[src/rtl/mem_access_unit.sv]
// Load/store front end for a word-only data memory: lane select, sign/zero extension,
// alignment checking and read-modify-write for sub-word stores.
module mem_access_unit #(
    parameter int ADDR_W = 32
) (
    input  logic              clk,
    input  logic              reset,
    input  logic              req,
    input  logic              we,
    input  logic [1:0]        size,
    input  logic              sign_ext,
    input  logic [ADDR_W-1:0] addr,
    input  logic [31:0]       wdata,
    output logic              ready,
    output logic              done,
    output logic [31:0]       rdata,
    output logic              err,
    output logic              mem_rd,
    output logic              mem_wr,
    output logic [ADDR_W-1:0] mem_addr,
    output logic [31:0]       mem_wdata,
    input  logic [31:0]       mem_rdata,
    output logic [1:0]        dbg_state
);

    // Handshake: a request is taken on a rising edge when req && ready; the requester
    // holds its inputs stable until then. done pulses for exactly one cycle per request.

    typedef enum logic [1:0] {
        ST_IDLE  = 2'd0,
        ST_MERGE = 2'd1,
        ST_DONE  = 2'd2
    } state_t;

    state_t            state_q, state_d;
    logic              done_q, done_d;
    logic              err_q, err_d;
    logic [31:0]       rdata_q, rdata_d;
    logic [31:0]       merge_word_q, merge_word_d;
    logic [15:0]       merge_data_q, merge_data_d;
    logic [1:0]        merge_off_q, merge_off_d;
    logic              merge_half_q, merge_half_d;
    logic [ADDR_W-1:2] merge_addr_q, merge_addr_d;

    logic        in_service;
    logic        is_half;
    logic        is_word;
    logic        misaligned;
    logic [31:0] shifted;
    logic [7:0]  byte_lane;
    logic [15:0] half_lane;
    logic [31:0] load_val;
    logic [31:0] merged;

    always_comb begin
        in_service = (state_q != ST_MERGE);
        is_half    = (size == 2'b01);
        is_word    = size[1];
        misaligned = (is_half && addr[0]) || (is_word && (addr[1:0] != 2'b00));

        shifted   = mem_rdata >> {addr[1:0], 3'b000};
        byte_lane = shifted[7:0];
        half_lane = addr[1] ? mem_rdata[31:16] : mem_rdata[15:0];
        case (size)
            2'b00:   load_val = {{24{sign_ext & byte_lane[7]}}, byte_lane};
            2'b01:   load_val = {{16{sign_ext & half_lane[15]}}, half_lane};
            default: load_val = mem_rdata;
        endcase

        merged = merge_word_q;
        if (merge_half_q) begin
            if (merge_off_q[1]) merged[31:16] = merge_data_q;
            else                merged[15:0]  = merge_data_q;
        end else begin
            merged[{merge_off_q, 3'b000} +: 8] = merge_data_q[7:0];
        end
    end

    // Memory enables are gated by reset so a store caught in MERGE never lands.
    always_comb begin
        ready     = reset && in_service;
        mem_rd    = ready && req && !misaligned && (!we || !is_word);
        mem_wr    = reset && ((state_q == ST_MERGE) ||
                              (req && in_service && we && is_word && !misaligned));
        mem_addr  = (state_q == ST_MERGE) ? {merge_addr_q, 2'b00}
                                          : {addr[ADDR_W-1:2], 2'b00};
        mem_wdata = (state_q == ST_MERGE) ? merged : wdata;
        done      = done_q;
        err       = err_q;
        rdata     = rdata_q;
        dbg_state = state_q;
    end

    always_comb begin
        state_d      = state_q;
        done_d       = 1'b0;
        err_d        = err_q;
        rdata_d      = rdata_q;
        merge_word_d = merge_word_q;
        merge_data_d = merge_data_q;
        merge_off_d  = merge_off_q;
        merge_half_d = merge_half_q;
        merge_addr_d = merge_addr_q;
        case (state_q)
            ST_MERGE: begin
                state_d = ST_DONE;
                done_d  = 1'b1;
            end
            default: begin
                if (req) begin
                    if (misaligned) begin
                        state_d = ST_DONE;
                        done_d  = 1'b1;
                        err_d   = 1'b1;
                        rdata_d = '0;
                    end else if (!we) begin
                        state_d = ST_DONE;
                        done_d  = 1'b1;
                        err_d   = 1'b0;
                        rdata_d = load_val;
                    end else if (is_word) begin
                        state_d = ST_DONE;
                        done_d  = 1'b1;
                    end else begin
                        state_d      = ST_MERGE;
                        merge_word_d = mem_rdata;
                        merge_data_d = wdata[15:0];
                        merge_off_d  = addr[1:0];
                        merge_half_d = is_half;
                        merge_addr_d = addr[ADDR_W-1:2];
                    end
                end else begin
                    state_d = ST_IDLE;
                end
            end
        endcase
    end

    always_ff @(posedge clk) begin
        if (!reset) begin
            state_q      <= ST_IDLE;
            done_q       <= 1'b0;
            err_q        <= 1'b0;
            rdata_q      <= '0;
            merge_word_q <= '0;
            merge_data_q <= '0;
            merge_off_q  <= '0;
            merge_half_q <= 1'b0;
            merge_addr_q <= '0;
        end else begin
            state_q      <= state_d;
            done_q       <= done_d;
            err_q        <= err_d;
            rdata_q      <= rdata_d;
            merge_word_q <= merge_word_d;
            merge_data_q <= merge_data_d;
            merge_off_q  <= merge_off_d;
            merge_half_q <= merge_half_d;
            merge_addr_q <= merge_addr_d;
        end
    end

endmodule

[config.mk]
export PLATFORM = sky130hd
export DESIGN_NAME = mem_access_unit
export DESIGN_NICKNAME = d
export VERILOG_FILES = /design/src/rtl/mem_access_unit.sv
export SDC_FILE = /design/constraint.sdc
export NUM_CORES = 1
export LEC_CHECK = 0
export BUFFER_PORTS_ARGS = -buffer_cell sky130_fd_sc_hd__buf_2
export CORE_MARGIN = 2
export CORE_UTILIZATION = 40
export CTS_CLUSTER_DIAMETER = 120
export DETAILED_ROUTE_END_ITERATION = 10
export GPL_ROUTABILITY_DRIVEN = 0
export PLACE_DENSITY = 0.71
export SYNTH_ARGS = -nofsm -noshare
export SYNTH_HDL_FRONTEND = slang
export SYNTH_SLANG_ARGS = --single-unit
export TNS_END_PERCENT = 5
[constraint.sdc]
create_clock -name clk -period 2.1 [get_ports clk]
set_clock_uncertainty 0.05 [all_clocks]
set_input_delay 0.315 -clock clk [delete_from_list [all_inputs] [get_ports clk]]
set_output_delay 0.315 -clock clk [all_outputs]
set_load 0.005 [all_outputs]
==> results.toml <==
[status]
status = "complete, but fails checks"
violations = "setup timing"

[logic_synthesis]
synth_common_cells = "dfxtp_1 (116), mux2i_1 (104), nor2_1 (87), a221o_1 (34), mux2_2 (31)"
yosysMostFrequentCell = "dfxtp_1"
netlist.area_leader.share_pct = 38.3
synth_top_area_cell = "dfxtp_1"
async_flop_share_pct = 0
ys_types = 50
syn_area_sq_mm = 0.00606
synth.top_cells.by_area = "dfxtp_1 (38%), mux2i_1 (17%), mux2_2 (5.8%)"
synth_edf_count = 0
avgSynthCellArea_sq_um = 9.78
ys.flop_type = "dfxtp_1"
synth_seq_cells = 116
yosys_warnings = 0
syn_inst = 620
seq_area_frac_synth_pct = 38.3

[sta]
slew_headroom_pct = 37.5
fmax_mhz = 403
hold_viol = 0
tightest_slew_ps = 933
whs_ps = 103
setup_tns_ps = -9290
setup_viol = 32
rsz0062_at_grt = "true"
drv_slew = 0
finalCritPeriodShare_pct = 118
setup_slack_ps = -380
min_period_ps = 2480

[drt]
drcViolationCount = 0
finalWirelength_microns = 17700
num_vias = 5596
via_per_inst = 5.49
drtAntennaViolNets = 0
drtIter0Drc = 368
drt-wirelength-per-cell_microns = 17.4
dr.pass1.iters = 5

[layout]
multi_input_area_sq_mm = 0.00352
fin_util_pct = 53.8
drive_gt1_share_pct = 39.8
regArea_sq_mm = 0.00233
fillerInstances = 1359
fin_nets = 925
final_design_area_no_fill_sq_mm = 0.00809
area_growth_syn_to_layout_pct = 33.4

[die]
io_pins = 206
fp.coreArea_sq_mm = 0.0150
die_h_microns = 127
die_area_sq_mm = 0.0162
fp-row-count = 45
start_util_pct = 40.3
die-width_microns = 127

[pwr]
power.internal_w = 0.00454
power_density_mw_per_mm2 = 750
p_sw_share_pct = 25.2
pwr-share-seq_pct = 38.3
max-vdd-ir-drop_mv = 0.657
p_switching_w = 0.00153
p_clk_share_pct = 48.4
power.leakage_nw = 3.99
pwr-share-comb_pct = 13.3

[critical_path]
max_stage_delay_ps = 340
required_ps = 1740
crit_fanout = 3
worst_path_max_delay_cell = "dfxtp_2"
crit_path_end_kind = "output pin"
crit_type = "register to output pin"
worstSetupStartpointType = "register"
worstPathCellList = "inv_2 -> ha_4 -> nor4bb_4 -> buf_4 -> nand3b_1 -> a221oi_2 -> a21o_1 -> buf_2"
worstPathArrival_ps = 2120
cp_num_buf_inv = 3
crit_family = "compound AO/OA/AOI/OAI gates"

[clock_tree]
post_cts_buffers = 0
cts_root_buf = "clkbuf_16"
cts_buffer_depth = 2
htree_levels = 4
clk_latency_ps = 400
cts_tree = "yes"
hold_buffers = 0
path_clk_slew_ps = 60
cts_made_buffers = 17
clock_sinks = 116

[global_routing]
grt_pass1_wl_microns = 28000
grt.overflow.total = 0
grt_use_total_pct = 21.8
antenna_found_initial = 1
grt_pass1_vias = 5273
grt_max_degree = 68

[place]
dp_hpwl_microns = 12900
portBuffers = 203
dpl_cell_area_sq_mm = 0.00733

[flow_run]
drv_cap = 0

[worst_hold_path]
hold_class = "input pin to register"
[per-layer routing]
metal | vias up | GRT usage [%] | wire (microns)
li1 | 2701 | - | -
met1 | 2646 | 29.0 | 7920
met2 | 221 | 34.8 | 8150
met3 | 28 | 5.40 | 1240
met4 | 0 | 7.24 | 401
met5 | - | 0 | 0
[flip-flops by register name, indices dropped and copies added (netlist names)]
name,cells
err,1
merge_addr_q,30
rdata,32
merge_data_q,16
dbg_state,2
merge_word_q,32
merge_half_q,1
merge_off_q,2
[metrics by stage]
stage | worst slack, ps | power [W] | std cells
final | -380 | 0.00607 | 1019
after global routing | -502 | 0.00632 | 1018
after CTS | -406 | 0.00611 | 1018
after detailed placement | -187 | 0.00314 | 986
after global placement | -174 | 0.00314 | 986
after floorplan | 50.1 | 0.00280 | 621
[cell usage in the layout (no fill, tap or decap), types with 3 or more instances in the layout]
cell,Yosys,routed
buf_12,0,6
mux2i_1,104,104
a221oi_2,0,4
buf_4,16,19
mux2_2,31,31
o21ai_1,2,16
o2bb2ai_1,7,7
a21oi_1,25,25
a22o_1,14,14
nand4_1,3,3
a21o_1,4,4
buf_2,15,203
nor2_1,87,87
inv_6,0,3
inv_2,0,3
nor2b_1,10,10
dfxtp_1,116,113
inv_1,9,6
clkbuf_16,0,17
nand3b_1,5,5
dfxtp_2,0,3
nor4b_1,6,6
buf_6,3,5
a22oi_1,17,16
ha_4,0,4
a221o_1,34,34
clkinv_2,0,4
nand2_1,25,25
bufinv_16,0,3
a221oi_1,10,6
clkinv_4,0,5
[logic make-up after synthesis]
logic type                 Yosys count  synth area share [%]
AOI/OAI and AO/OA                  144                  19.2
adders and majority gates            5                  1.03
buffers and inverters               66                  5.76
DFF                                116                  38.3
muxes                              138                  23.8
other                                1                0.0618
and+or+nand+nor                    150                  11.9
[worst paths after layout]
kind                               startpoint                           end  slack, ps  depth (start not counted)
hold / removal                        addr[9]  merge_addr_q[9]$_SDFFE_PN0P_        100                          3
setup / recovery  merge_off_q[1]$_SDFFE_PN0P_                 mem_wdata[31]       -380                          8
hold reg to reg         rdata[3]$_SDFFE_PN0P_         rdata[3]$_SDFFE_PN0P_        410                          1
setup reg to reg      dbg_state[1]$_SDFF_PN0_        rdata[25]$_SDFFE_PN0P_        190                          4
[power by group through the flow]
stage,Clock [W],Sequential [W],Combinational (W)
2_1_floorplan,0,0.00235,0.000449
3_3_place_gp,0,0.00237,0.000769
3_5_place_dp,0,0.00237,0.000777
4_1_cts,0.00299,0.00232,0.000799
5_1_grt,0.00312,0.00233,0.000876
6_report,0.00294,0.00232,0.000805
[what timing repair did]
| item | CTS | global route |
|---|---|---|
| setup endpoints to repair | 32 | 54 |
| pin swaps | 11 | 5 |
| gates resized for setup | 39 | 6 |
[area by class of cell]
class	instances	area share (%)
Clock buffer	17	5.26
Tap cell	188	2.91
Multi-Input combinational cell	439	43.5
Antenna cell	1	0.0309
Clock inverter	15	2.23
Timing Repair Buffer	234	16.8
Sequential cell	116	28.8
Inverter	9	0.418
[worst reg2reg max path, stage by stage (launching register included)]
cell and delay, ps:
dfxtp_2 330, nand2b_4 150, nand3b_1 250, nor4b_4 850
a221o_1 230
No activity file was read; power rests on OpenSTA's default activity.
